File: config.mk
export PLATFORM = sky130hd
export DESIGN_NAME = ready_lobby_ctrl_flat
export DESIGN_NICKNAME = d
export VERILOG_FILES = /design/src/rtl/ready_lobby_if.sv /design/src/rtl/ready_lobby_ctrl.sv /design/src/flat_wrapper.sv
export SDC_FILE = /design/constraint.sdc
export NUM_CORES = 1
export LEC_CHECK = 0
export ABC_AREA = 1
export BUFFER_PORTS_ARGS = -buffer_cell sky130_fd_sc_hd__buf_2
export CELL_PAD_IN_SITES_DETAIL_PLACEMENT = 0
export CELL_PAD_IN_SITES_GLOBAL_PLACEMENT = 1
export CORE_UTILIZATION = 42
export DETAILED_ROUTE_END_ITERATION = 8
export PLACE_DENSITY = 0.89
export RECOVER_POWER = 25
export SLEW_MARGIN = 40
export SYNTH_ARGS = -nofsm -noshare
export SYNTH_HDL_FRONTEND = slang
export SYNTH_SLANG_ARGS = --single-unit
export TNS_END_PERCENT = 10
File: constraint.sdc
create_clock -name clk -period 2.1 [get_ports clk]
set_input_delay 0.42 -clock clk [delete_from_list [all_inputs] [get_ports clk]]
set_output_delay 0.42 -clock clk [all_outputs]
set_load 0.02 [all_outputs]
File: src/rtl/ready_lobby_if.sv
`default_nettype none
// ============================================================================
//  Module   : ready_lobby_if
//  Purpose  : Bundles the lobby controller's frame/input strobes and its
//             overlay/game-enable outputs. The master modport drives the
//             inputs (input/UART layer); the slave modport is the controller.
//  Revision : 1.0 - initial release
// ============================================================================
interface ready_lobby_if;
  // Inputs to the controller
  logic       vsync;
  logic       menu_en;
  logic       p1_btn;
  logic       p2_btn;
  logic       cancel;
  logic       game_over;
  // Outputs from the controller
  logic       start;
  logic       game_en;
  logic       p1_rdy;
  logic       p2_rdy;
  logic       blink;
  logic [1:0] count;
  logic       over;

  modport master (
    output vsync, menu_en, p1_btn, p2_btn, cancel, game_over,
    input  start, game_en, p1_rdy, p2_rdy, blink, count, over
  );

  modport slave (
    input  vsync, menu_en, p1_btn, p2_btn, cancel, game_over,
    output start, game_en, p1_rdy, p2_rdy, blink, count, over
  );
endinterface
`default_nettype wire

File: src/rtl/ready_lobby_ctrl.sv
`default_nettype none
// ============================================================================
//  Module   : ready_lobby_ctrl
//  Purpose  : Pre-game lobby sequencer. Latches player ready presses, runs a
//             frame-counted countdown once both players are ready, enables
//             gameplay, and shows a timed game-over banner before reopening
//             the lobby. Every output is registered.
//  Revision : 1.0 - initial release
// ============================================================================
module ready_lobby_ctrl #(
  parameter int STEP_FRAMES  = 60,
  parameter int CNT_STEPS    = 3,
  parameter int BLINK_FRAMES = 30,
  parameter int OVER_FRAMES  = 120
) (
  input  wire logic          clk,
  input  wire logic          rst,
  ready_lobby_if.slave       bus
);

  // Frame counter must hold the largest terminal value of any phase.
  localparam int MAX_SB     = (STEP_FRAMES > BLINK_FRAMES) ? STEP_FRAMES : BLINK_FRAMES;
  localparam int MAX_FRAMES = (MAX_SB > OVER_FRAMES) ? MAX_SB : OVER_FRAMES;
  localparam int CNT_W      = (MAX_FRAMES > 1) ? $clog2(MAX_FRAMES) : 1;

  localparam logic [CNT_W-1:0] STEP_LAST  = CNT_W'(STEP_FRAMES - 1);
  localparam logic [CNT_W-1:0] BLINK_LAST = CNT_W'(BLINK_FRAMES - 1);
  localparam logic [CNT_W-1:0] OVER_LAST  = CNT_W'(OVER_FRAMES - 1);
  localparam logic [1:0]       COUNT_INIT = 2'(CNT_STEPS);

  typedef enum logic [2:0] {
    S_IDLE      = 3'd0,
    S_WAIT      = 3'd1,
    S_COUNTDOWN = 3'd2,
    S_PLAY      = 3'd3,
    S_OVER      = 3'd4
  } state_t;

  state_t           state_q, state_d;
  logic [CNT_W-1:0] frame_q, frame_d;
  logic             p1_rdy_q, p1_rdy_d;
  logic             p2_rdy_q, p2_rdy_d;
  logic             blink_q, blink_d;
  logic [1:0]       count_q, count_d;
  logic             vsync_q;
  logic             start_q;
  logic             game_en_q;
  logic             over_q;
  logic             frame_tick;

  // One-cycle strobe on each rising edge of vsync.
  assign frame_tick = bus.vsync & ~vsync_q;

  // Next-state and counter logic for the lobby sequence.
  always_comb begin
    state_d  = state_q;
    frame_d  = frame_q;
    p1_rdy_d = p1_rdy_q;
    p2_rdy_d = p2_rdy_q;
    blink_d  = blink_q;
    count_d  = count_q;

    case (state_q)
      S_IDLE: begin
        frame_d  = '0;
        p1_rdy_d = 1'b0;
        p2_rdy_d = 1'b0;
        blink_d  = 1'b0;
        count_d  = 2'd0;
        if (bus.menu_en) begin
          state_d = S_WAIT;
        end
      end

      S_WAIT: begin
        if (bus.p1_btn) p1_rdy_d = 1'b1;
        if (bus.p2_btn) p2_rdy_d = 1'b1;
        if (frame_tick) begin
          if (frame_q == BLINK_LAST) begin
            frame_d = '0;
            blink_d = ~blink_q;
          end else begin
            frame_d = frame_q + 1'b1;
          end
        end
        // Uses the freshly latched readiness so a press is acted on at once.
        if (p1_rdy_d && p2_rdy_d) begin
          state_d = S_COUNTDOWN;
          count_d = COUNT_INIT;
          frame_d = '0;
        end
      end

      S_COUNTDOWN: begin
        // Abort takes priority over a coincident step expiry.
        if (bus.cancel) begin
          state_d  = S_WAIT;
          p1_rdy_d = 1'b0;
          p2_rdy_d = 1'b0;
          count_d  = 2'd0;
          frame_d  = '0;
        end else if (frame_tick) begin
          if (frame_q == STEP_LAST) begin
            frame_d = '0;
            if (count_q == 2'd1) begin
              state_d = S_PLAY;
              count_d = 2'd0;
            end else begin
              count_d = count_q - 2'd1;
            end
          end else begin
            frame_d = frame_q + 1'b1;
          end
        end
      end

      S_PLAY: begin
        if (bus.game_over) begin
          state_d = S_OVER;
          frame_d = '0;
        end
      end

      S_OVER: begin
        if (frame_tick) begin
          if (frame_q == OVER_LAST) begin
            state_d  = S_WAIT;
            frame_d  = '0;
            p1_rdy_d = 1'b0;
            p2_rdy_d = 1'b0;
          end else begin
            frame_d = frame_q + 1'b1;
          end
        end
      end

      default: begin
        state_d = S_IDLE;
        frame_d = '0;
      end
    endcase

    // Losing the menu outside gameplay behaves like a soft reset.
    if (!bus.menu_en && (state_q != S_PLAY)) begin
      state_d  = S_IDLE;
      frame_d  = '0;
      p1_rdy_d = 1'b0;
      p2_rdy_d = 1'b0;
      count_d  = 2'd0;
    end

    // Blink is only meaningful while waiting for players.
    if (state_d != S_WAIT) begin
      blink_d = 1'b0;
    end
  end

  // State, counters and registered outputs.
  always_ff @(posedge clk) begin
    if (rst) begin
      state_q   <= S_IDLE;
      frame_q   <= '0;
      p1_rdy_q  <= 1'b0;
      p2_rdy_q  <= 1'b0;
      blink_q   <= 1'b0;
      count_q   <= 2'd0;
      vsync_q   <= 1'b0;
      start_q   <= 1'b0;
      game_en_q <= 1'b0;
      over_q    <= 1'b0;
    end else begin
      state_q   <= state_d;
      frame_q   <= frame_d;
      p1_rdy_q  <= p1_rdy_d;
      p2_rdy_q  <= p2_rdy_d;
      blink_q   <= blink_d;
      count_q   <= count_d;
      vsync_q   <= bus.vsync;
      start_q   <= (state_d == S_WAIT) || (state_d == S_COUNTDOWN);
      game_en_q <= (state_d == S_PLAY);
      over_q    <= (state_d == S_OVER);
    end
  end

  assign bus.start   = start_q;
  assign bus.game_en = game_en_q;
  assign bus.p1_rdy  = p1_rdy_q;
  assign bus.p2_rdy  = p2_rdy_q;
  assign bus.blink   = blink_q;
  assign bus.count   = count_q;
  assign bus.over    = over_q;

endmodule
`default_nettype wire

File: src/flat_wrapper.sv
// flat-port wrapper written by rule: the top's interface ports become plain ports
module ready_lobby_ctrl_flat 
#(
  parameter int STEP_FRAMES  = 60,
  parameter int CNT_STEPS    = 3,
  parameter int BLINK_FRAMES = 30,
  parameter int OVER_FRAMES  = 120
)
  (clk, rst, bus_vsync, bus_menu_en, bus_p1_btn, bus_p2_btn, bus_cancel, bus_game_over, bus_start, bus_game_en, bus_p1_rdy, bus_p2_rdy, bus_blink, bus_count, bus_over);
  ready_lobby_if bus_i ();
  input  wire logic clk;
  input  wire logic rst;
  input wire logic [$bits(bus_i.vsync)-1:0] bus_vsync;
  input wire logic [$bits(bus_i.menu_en)-1:0] bus_menu_en;
  input wire logic [$bits(bus_i.p1_btn)-1:0] bus_p1_btn;
  input wire logic [$bits(bus_i.p2_btn)-1:0] bus_p2_btn;
  input wire logic [$bits(bus_i.cancel)-1:0] bus_cancel;
  input wire logic [$bits(bus_i.game_over)-1:0] bus_game_over;
  output wire logic [$bits(bus_i.start)-1:0] bus_start;
  output wire logic [$bits(bus_i.game_en)-1:0] bus_game_en;
  output wire logic [$bits(bus_i.p1_rdy)-1:0] bus_p1_rdy;
  output wire logic [$bits(bus_i.p2_rdy)-1:0] bus_p2_rdy;
  output wire logic [$bits(bus_i.blink)-1:0] bus_blink;
  output wire logic [$bits(bus_i.count)-1:0] bus_count;
  output wire logic [$bits(bus_i.over)-1:0] bus_over;
  assign bus_i.vsync = bus_vsync;
  assign bus_i.menu_en = bus_menu_en;
  assign bus_i.p1_btn = bus_p1_btn;
  assign bus_i.p2_btn = bus_p2_btn;
  assign bus_i.cancel = bus_cancel;
  assign bus_i.game_over = bus_game_over;
  assign bus_start = bus_i.start;
  assign bus_game_en = bus_i.game_en;
  assign bus_p1_rdy = bus_i.p1_rdy;
  assign bus_p2_rdy = bus_i.p2_rdy;
  assign bus_blink = bus_i.blink;
  assign bus_count = bus_i.count;
  assign bus_over = bus_i.over;
  ready_lobby_ctrl #(.STEP_FRAMES(STEP_FRAMES), .CNT_STEPS(CNT_STEPS), .BLINK_FRAMES(BLINK_FRAMES), .OVER_FRAMES(OVER_FRAMES)) u_core (.clk(clk), .rst(rst), .bus(bus_i));
endmodule
---- After elaboration in Yosys (flattened, before gate mapping) ----
Index checks and enable logic that the tools add are counted.
word-level totals
  bits of input ports ..................... 8
  bits in writable memories ............... 0
  latch bits .............................. 0
  memories kept ........................... 0
  memory bits (read-only) ................. 0
  bits in registers ....................... 19
  output and inout bits ................... 8
operators by class
  bitwise gates (word level) .............. 3
  magnitude comparators ................... 0
  muxes and demuxes ....................... 39
  $add $sub $neg .......................... 2
  reduce and logical (&&, ||, !) cells .... 14
  divide/modulo/power cells ............... 0
  multipliers ............................. 0
  shift-type cells ........................ 0
  equality and inequality tests ........... 24
operators by type and width
  kind                                                    count
  2-to-1 mux 7 bit                                        9
  2-to-1 mux 3 bit                                        10
  one-hot mux 7 bit (4 select lines)                      1
  one-hot mux 3 bit (5 select lines)                      1
  == test 3 x 2 -> 1 bit (second input constant)          4
  AND reduction 4 bit                                     3
  2-to-1 mux 2 bit                                        5
  inequality test 2 x 1 -> 1 bit (second input constant)  5
  2-to-1 mux 1 bit                                        9
  inequality test 3 x 2 -> 1 bit (second input constant)  3
  one-hot mux 1 bit (4 select lines)                      2
  adder 7 x 1 -> 7 bit (second input constant)            1
  == test 7 x 5 -> 1 bit (second input constant)          1
  == test 7 x 6 -> 1 bit (second input constant)          1
  == test 7 bit (second input constant)                   1
  == test 3 x 1 -> 1 bit (second input constant)          2
  == test 3 bit (second input constant)                   2
  inequality test 3 x 1 -> 1 bit (second input constant)  2
  one-hot mux 2 bit (3 select lines)                      1
  inequality test 2 bit (second input constant)           2
  nonzero test 4 bit                                      1
  OR reduction 2 bit                                      2
  zero test 3 bit                                         1
  AND reduction 3 bit                                     1
  other kinds (10)                                        12

---- Longest topological paths before layout ----
Gate-level depths: netlist of run 1.
  depth in word-level cells ............... 9
  depth in mapped cells ................... 11
  mapped depth without buffers ............ 11

---- Least setup slack after synthesis of run 1 ----
Ideal clock, no wire load.
  kind .................................... reg-to-reg
  start ................................... register u_core.frame_q[0]
  end ..................................... register u_core.frame_q[5]
  clock period less this slack ............ 1286 ps
  slack ................................... 814 ps
  cell stages (with the launch flop) ...... 9
  buffers on the path ..................... 0
  data arrival time ....................... 1169 ps
  data required time ...................... 1983 ps
  library setup time ...................... 117 ps
  cell sequence ........................... dfxtp_1 > ha_1 > nand2_1 > nor2_1 > nand2_1 > nand2_1 > nand3_2 > a21oi_1 > nor2_1
on the way
  longest elaborated chain between the ends .. 5
RTL lines
  what                                          RTL line                                                                  source
  start, declared                               ready_lobby_ctrl.sv:40                                                    logic [CNT_W-1:0] frame_q, frame_d;
  start signal, assigned                        ready_lobby_ctrl.sv:173                                                   frame_q <= frame_d;
  adder 7 x 1 -> 7 bit (tied with other cells)  ready_lobby_ctrl.sv:83, ready_lobby_ctrl.sv:112, ready_lobby_ctrl.sv:132
  2-to-1 mux 7 bit, on equally long branches    ready_lobby_ctrl.sv:103, ready_lobby_ctrl.sv:79
  2-to-1 mux 7 bit, on equally long branches    ready_lobby_ctrl.sv:102, ready_lobby_ctrl.sv:78
  2-to-1 mux 7 bit, on equally long branches    ready_lobby_ctrl.sv:96, ready_lobby_ctrl.sv:87
  one-hot mux 7 bit (4 select lines) (*)        ready_lobby_ctrl.sv:63                                                    case (state_q)
Mark *: on every way between the ends. The rest lies on a longest branch, timed or not. The select of a mux whose other input is x is not followed.
A chain may end at the register's enable or synchronous reset.

---- Worst setup path after layout of run 1 ----
  start ................................... register u_core.frame_q[0]
  end ..................................... register u_core.frame_q[4]
Same word-level chain as after synthesis.

==> flow_metrics.py, run 1 <==
metrics = {
    "outcome": {
        "status": "completed",
    },
    "clock_network": {
        "clk_latency_ns": 0.31,
        "cts-hold-fix-buffers": 0,
        "htreeDepth": 1,
        "ctsRootBufferMaster": "clkbuf_4",
        "post-cts-setup-buffers": 0,
        "cts_buffer_depth": 2,
        "clock-sinks": 19,
        "cts_buffers": 3,
        "clk_pin_slew_worst_paths_ns": 0.12,
        "cts_tree": "done",
        "postCtsResizedCells": 0,
    },
    "routing": {
        "drc": 0,
        "wire_per_inst_microns": 11.1,
        "antenna_left": 0,
        "totalWireLength_mm": 2.87,
        "dr.pass1.iters": 4,
        "vias": 1241,
        "drt_first_iter_violations": 56,
        "via_per_inst": 4.81,
    },
    "sta": {
        "fmax_ghz": 0.648,
        "setup_viol": 0,
        "rsz0062_at_grt": "false",
        "slew_violations": 0,
        "post-route-period-util": 0.735,
        "fin_skew_ns": 0.00222,
        "worst_pin_slew_ns": 0.371,
        "period_minus_slack_ns": 1.54,
        "setup_tns_ns": 0,
        "hold_viol_final": 0,
        "relSlewSlack": 0.753,
    },
    "floorplanning": {
        "rows": 19,
        "initial_core_util": 0.448,
        "core_area_sq_mm": 0.00281,
        "dieArea_sq_mm": 0.00321,
        "die_w_microns": 56.7,
        "die_height_microns": 56.7,
        "pin_count": 16,
    },
    "synthesis": {
        "yosysWarnings": 0,
        "synthCells": 209,
        "ys_ff_latch": 19,
        "yosysSeqAreaShare": 0.303,
        "syn_area_per_cell_sq_um": 6.01,
        "syn_nets": 220,
        "netlist-cell-type-count": 20,
        "syn-cell-area_sq_mm": 0.00126,
    },
    "critical_path": {
        "crit_arrival_ns": 1.76,
        "rr_worst_depth": 8,
        "worstSetupPathType": "reg -> reg",
        "cp-start-kind": "register",
        "crit_path_end_kind": "register",
        "timing.rr.end": "u_core.frame_q[4]",
        "cp_max_fo": 6,
        "ff2ff_setup_slack_ns": 0.56,
        "reg2reg_from": "u_core.frame_q[0]",
        "worstPathRequired_ns": 2.31,
    },
    "hold_path": {
        "min_to": "u_core.vsync_q",
        "whs_path_depth": 3,
        "hold_start": "bus_vsync",
        "min_path_type": "in -> reg",
    },
    "placement": {
        "dp_hpwl_mm": 2.24,
        "gp_congestion": 0.864,
        "port_buffers": 15,
        "dp.cells": 254,
    },
    "layout": {
        "nets": 239,
        "final_cells": 258,
        "drive_above_1_share": 0.128,
        "synthToLayoutAreaGrowth_pct": 10.3,
        "n_antenna_cell": 0,
    },
    "grt": {
        "grt_pass1_vias": 1200,
        "grt_max_degree": 12,
        "grt_antenna_before_repair": 0,
        "track_usage": 0.201,
        "grt-ovfl-total": 0,
        "grt_pass1_wl_mm": 4.99,
    },
    "power_and_ir_drop": {
        "ir_drop_v": 0.000305,
        "cellLeakagePower_nw": 0.705,
        "power_density_mw_per_mm2": 475,
    },
    "run": {
        "maxCapViolCount": 0,
    },
}
## state kept, by name (all words and copies together), names as in the netlist
| signal | flops |
|---|---|
| u_core.bus.blink | 1 |
| u_core.bus.over | 1 |
| u_core.bus.p1_rdy | 1 |
| u_core.frame_q | 7 |
| u_core.bus.p2_rdy | 1 |
| u_core.bus.count | 2 |
| u_core.bus.game_en | 1 |
| u_core.vsync_q | 1 |
| u_core.state_q | 3 |
| u_core.bus.start | 1 |
## critical path, cell delays in order, from the launching register on
cell	delay, ns
dfxtp_1	0.42
ha_1	0.21
nand2_1	0.08
nor2_1	0.11
nand2_1	0.09
nand2_1	0.14
nand3_2	0.16
a21oi_1	0.18
nor2_1	0.06
## cell type report
cell class,count,area (sq um)
multi-input combinational,152,732
fill,329,1420
tap,31,38.8
clock buffer,3,22.5
inverter,37,139
clock inverter,1,5.00
timing repair buffer,15,67.6
sequential,19,380
## through the flow
stage	worst slack, ns	instance area (sq um)	util	hold WS (ns)	power (W)
after floorplan	0.814	1260	-	0.474	0.000441
after CTS	0.577	1390	0.496	0.312	0.000666
after detailed placement	0.546	1370	0.487	0.483	0.000467
after global placement	0.567	1370	0.487	0.480	0.000468
final	0.556	1390	0.494	0.320	0.000658
after global routing	0.400	1390	0.494	0.318	0.000692
## worst max path at each step
stage | start | endpoint | slack, ns | cells past startpoint
6_report | u_core.frame_q[0] | u_core.frame_q[4] | 0.56 | 8
5_1_grt | u_core.frame_q[0] | u_core.bus.start | 0.40 | 9
4_1_cts | u_core.frame_q[0] | u_core.frame_q[5] | 0.58 | 8
3_5_place_dp | bus_vsync | u_core.frame_q[2] | 0.55 | 9
3_3_place_gp | bus_vsync | u_core.frame_q[2] | 0.57 | 9
2_1_floorplan | u_core.frame_q[0] | u_core.frame_q[5] | 0.81 | 8
## power breakdown
group          internal, W  switching [W]
Clock            0.0000711       0.000129
Combinational    0.0000285      0.0000581
Sequential        0.000366     0.00000470
Total             0.000466       0.000192
## per-layer routing
layer | global-route usage | part of all wire | vias to the layer above
li1 | - | - | 679
met1 | 0.245 | 0.50 | 537
met2 | 0.340 | 0.45 | 21
met3 | 0.0507 | 0.030 | 4
met4 | 0.0679 | 0.015 | 0
met5 | 0 | 0 | -
## cells in the final DEF (no fill, tap or decap), types with 4 or more instances in the layout
cell / n
clkbuf_1: 6
nand2_1: 53
nor2_1: 42
buf_2: 9
nand3_2: 4
inv_1: 35
dfxtp_1: 19
a21oi_1: 12
nand3_1: 17
nor2_4: 4
## Yosys cell counts
cell type	instances	area, sq um
a21oi_1	12	60.1
clkbuf_2	1	5.00
dfxtp_1	19	380
ha_1	3	37.5
inv_1	35	131
inv_2	2	7.51
nand2_1	53	199
nand2_2	3	18.8
nand2_4	1	11.3
nand3_1	17	85.1
nand3_2	4	40.0
nand3b_1	2	15.0
nand4_1	2	12.5
nor2_1	42	158
nor2_2	2	12.5
nor2_4	4	45.0
nor3_1	1	5.00
o21ai_0	3	15.0
o21ai_1	2	10.0
o21bai_1	1	7.51
## cell families after synthesis
kind of cell / synth area share
buf+inv: 0.115
fa+ha+maj: 0.0299
flops: 0.303
compound gates: 0.0737
simple gates: 0.479
Power figures use the tool's default switching activity.
==> inputs of run 2 (changes only) <==
--- a/config.mk
+++ b/config.mk
@@ -9,9 +9,9 @@
 export BUFFER_PORTS_ARGS = -buffer_cell sky130_fd_sc_hd__buf_2
 export CELL_PAD_IN_SITES_DETAIL_PLACEMENT = 0
 export CELL_PAD_IN_SITES_GLOBAL_PLACEMENT = 1
-export CORE_UTILIZATION = 42
+export CORE_UTILIZATION = 35
 export DETAILED_ROUTE_END_ITERATION = 8
-export PLACE_DENSITY = 0.89
+export PLACE_DENSITY = 0.8
 export RECOVER_POWER = 25
 export SLEW_MARGIN = 40
 export SYNTH_ARGS = -nofsm -noshare
==> constraint.sdc (replaced) <==
create_clock -name clk -period 1.4 [get_ports clk]
set_input_delay 0.28 -clock clk [delete_from_list [all_inputs] [get_ports clk]]
set_output_delay 0.28 -clock clk [all_outputs]
set_load 0.02 [all_outputs]
==> run 2 against run 1 <==
- hold slack lost 0.13 ns
- sequential power grew 48%
- utilization shrank 1.1 points
- non-clock buffer count grew 15
- first-iteration DRC count shrank 7.1%
- die area grew 19%
- worst setup slack lost 0.52 ns
- highest routed layer unchanged
- via count grew 5.1%
- clock skew grew 0.0098 ns
- maximum frequency grew 13%
- global-route usage shrank 1.9 points
==> flow_metrics.py, run 2 (synthesis results as in run 1) <==
metrics = {
    "outcome": {
        "status": "completed",
    },
    "clock_network": {
        "ctsRootBufferMaster": "clkbuf_4",
        "clk_pin_slew_worst_paths_ns": 0.12,
        "cts_buffers": 3,
        "cts_tree": "done",
        "cts_buffer_depth": 2,
        "clock-sinks": 19,
        "cts-hold-fix-buffers": 0,
        "clk_latency_ns": 0.32,
        "htreeDepth": 1,
    },
    "power_and_ir_drop": {
        "switching_share": 0.292,
        "cellLeakagePower_nw": 0.810,
        "power_density_mw_per_mm2": 613,
        "power.share.clock": 0.295,
        "ir_drop_v": 0.000328,
        "internal_power_w": 0.000711,
        "seqPwrFrac": 0.547,
        "pwr-share-comb": 0.158,
        "p_switching_w": 0.000293,
    },
    "floorplanning": {
        "die_height_microns": 61.9,
        "die_w_microns": 61.9,
        "initial_core_util": 0.371,
        "core_area_sq_mm": 0.00339,
        "pin_count": 16,
        "dieArea_sq_mm": 0.00383,
        "rows": 21,
    },
    "layout": {
        "largest_register": "u_core.frame_q",
        "final_common_cell": "nand2_1",
        "final_cells": 288,
        "final_cell_mix": "45 x nand2_1, 35 x inv_1, 35 x nor2_1",
        "nets": 254,
        "synthToLayoutAreaGrowth_pct": 30.3,
        "n_antenna_cell": 0,
        "largest_register_ffs": 7,
        "drive_above_1_share": 0.318,
    },
    "routing": {
        "antenna_left": 0,
        "vias": 1304,
        "drt_first_iter_violations": 52,
        "dr.pass1.iters": 4,
        "wire_per_inst_microns": 10.2,
        "drc": 0,
        "totalWireLength_mm": 2.94,
        "via_per_inst": 4.53,
    },
    "sta": {
        "period_minus_slack_ns": 1.36,
        "slew_violations": 0,
        "fmax_ghz": 0.735,
        "rsz0062_at_grt": "true",
        "relSlewSlack": 0.818,
        "hold_viol_final": 0,
        "post-route-period-util": 0.972,
        "fin_skew_ns": 0.0120,
        "setup_viol": 0,
        "worst_pin_slew_ns": 0.272,
        "hold-worst-slack_ns": 0.187,
    },
    "run": {
        "maxCapViolCount": 0,
    },
    "placement": {
        "gp_congestion": 0.822,
        "dp.cells": 282,
        "port_buffers": 15,
        "dp_hpwl_mm": 2.35,
    },
    "grt": {
        "grt_antenna_before_repair": 0,
        "grt_max_degree": 12,
        "grt_pass1_wl_mm": 5.10,
        "grt-ovfl-total": 0,
        "grt_pass1_vias": 1234,
        "track_usage": 0.182,
    },
    "critical_path": {
        "cp_slowest_stage_delay_ns": 0.39,
        "cp_cell_sequence": "ha_4 > nand2_1 > nor2_1 > nand2_1 > nand2_2 > nand3_4 > nand2_2 > nand2_1 > nand2_1 > nor2_1",
        "cp-start-kind": "register",
        "crit_path_end_kind": "register",
        "cp_max_fo": 6,
        "cp_slowest_cell": "dfxtp_4",
        "worstSetupPathType": "reg -> reg",
        "crit_arrival_ns": 1.58,
        "cp_common_cell": "nand2_1",
        "worstPathRequired_ns": 1.62,
    },
    "hold_path": {
        "min_path_type": "in -> reg",
    },
}
==> run 2: cell count changes in the layout (fill, tap and decap cells not counted), moves of 3 or more <==
cell,change
nor2_2,+5
nand2_2,+8
dfxtp_4,+5
nor2_1,-7
dfxtp_1,-7
nand3_1,-3
a21oi_2,+3
clkbuf_1,-4
buf_4,+15
buf_2,+4
nand2_1,-8
a21oi_1,-3
==> run 2: path summary, 6_finish.rpt <==
path                                           to  cells after the start              start  slack (ns)
worst max register to register  u_core.frame_q[6]                     10  u_core.frame_q[1]        0.04
worst min-delay path               u_core.vsync_q                      3          bus_vsync        0.19
worst max-delay path            u_core.frame_q[6]                     10  u_core.frame_q[1]        0.04
worst min register to register  u_core.bus.p1_rdy                      2  u_core.bus.p1_rdy        0.49
==> run 2: stage by stage <==
stage	setup WS [ns]	util	TNS, ns	area (sq um)	total power [W]
floorplan	0.114	-	0	1260	0.000662
global placement	-0.0636	0.437	-0.416	1480	0.000717
detailed placement	-0.0937	0.437	-0.557	1480	0.000716
CTS	-0.00899	0.454	-0.00899	1540	0.00101
global route	-0.102	0.483	-0.536	1640	0.00106
finish	0.0396	0.483	0	1640	0.00100
==> run 2: final cells by class <==
class / count / area [sq um]
Fill cell: 371 / 1750
Clock buffer: 3 / 22.5
Tap cell: 46 / 57.6
Clock inverter: 1 / 5.00
Multi-Input combinational cell: 152 / 826
Inverter: 37 / 139
Timing Repair Buffer: 30 / 185
Sequential cell: 19 / 402
==> run 2: per-layer routing <==
layer | GRT usage | up-vias | routed length (microns)
met5 | 0 | - | 0
met4 | 0.0476 | 0 | 29
met3 | 0.0311 | 5 | 98
met2 | 0.326 | 17 | 1450
met1 | 0.225 | 575 | 1370
li1 | - | 707 | -
==> run 2: power by group through the flow <==
stage | Combinational, W | Sequential (W) | Clock [W]
6_report | 0.000158 | 0.000549 | 0.000296
5_1_grt | 0.000182 | 0.000550 | 0.000323
4_1_cts | 0.000151 | 0.000556 | 0.000304
3_5_place_dp | 0.000147 | 0.000568 | 0
3_3_place_gp | 0.000149 | 0.000569 | 0
2_1_floorplan | 0.0000890 | 0.000573 | 0
==> run 2: critical path, delay by kind of cell (launching register included) <==
| family | cells | cell delay (ns) |
|---|---|---|
| simple gates | 9 | 0.73 |
| flops | 1 | 0.39 |
| fa+ha+maj | 1 | 0.13 |
==> run 2: timing repair <==
| item | CTS | global route |
|---|---|---|
| pin swaps | 0 | 7 |
| endpoints found under the setup margin | 13 | 17 |
| buffers inserted | 1 | 1 |
| resized for setup | 9 | 29 |
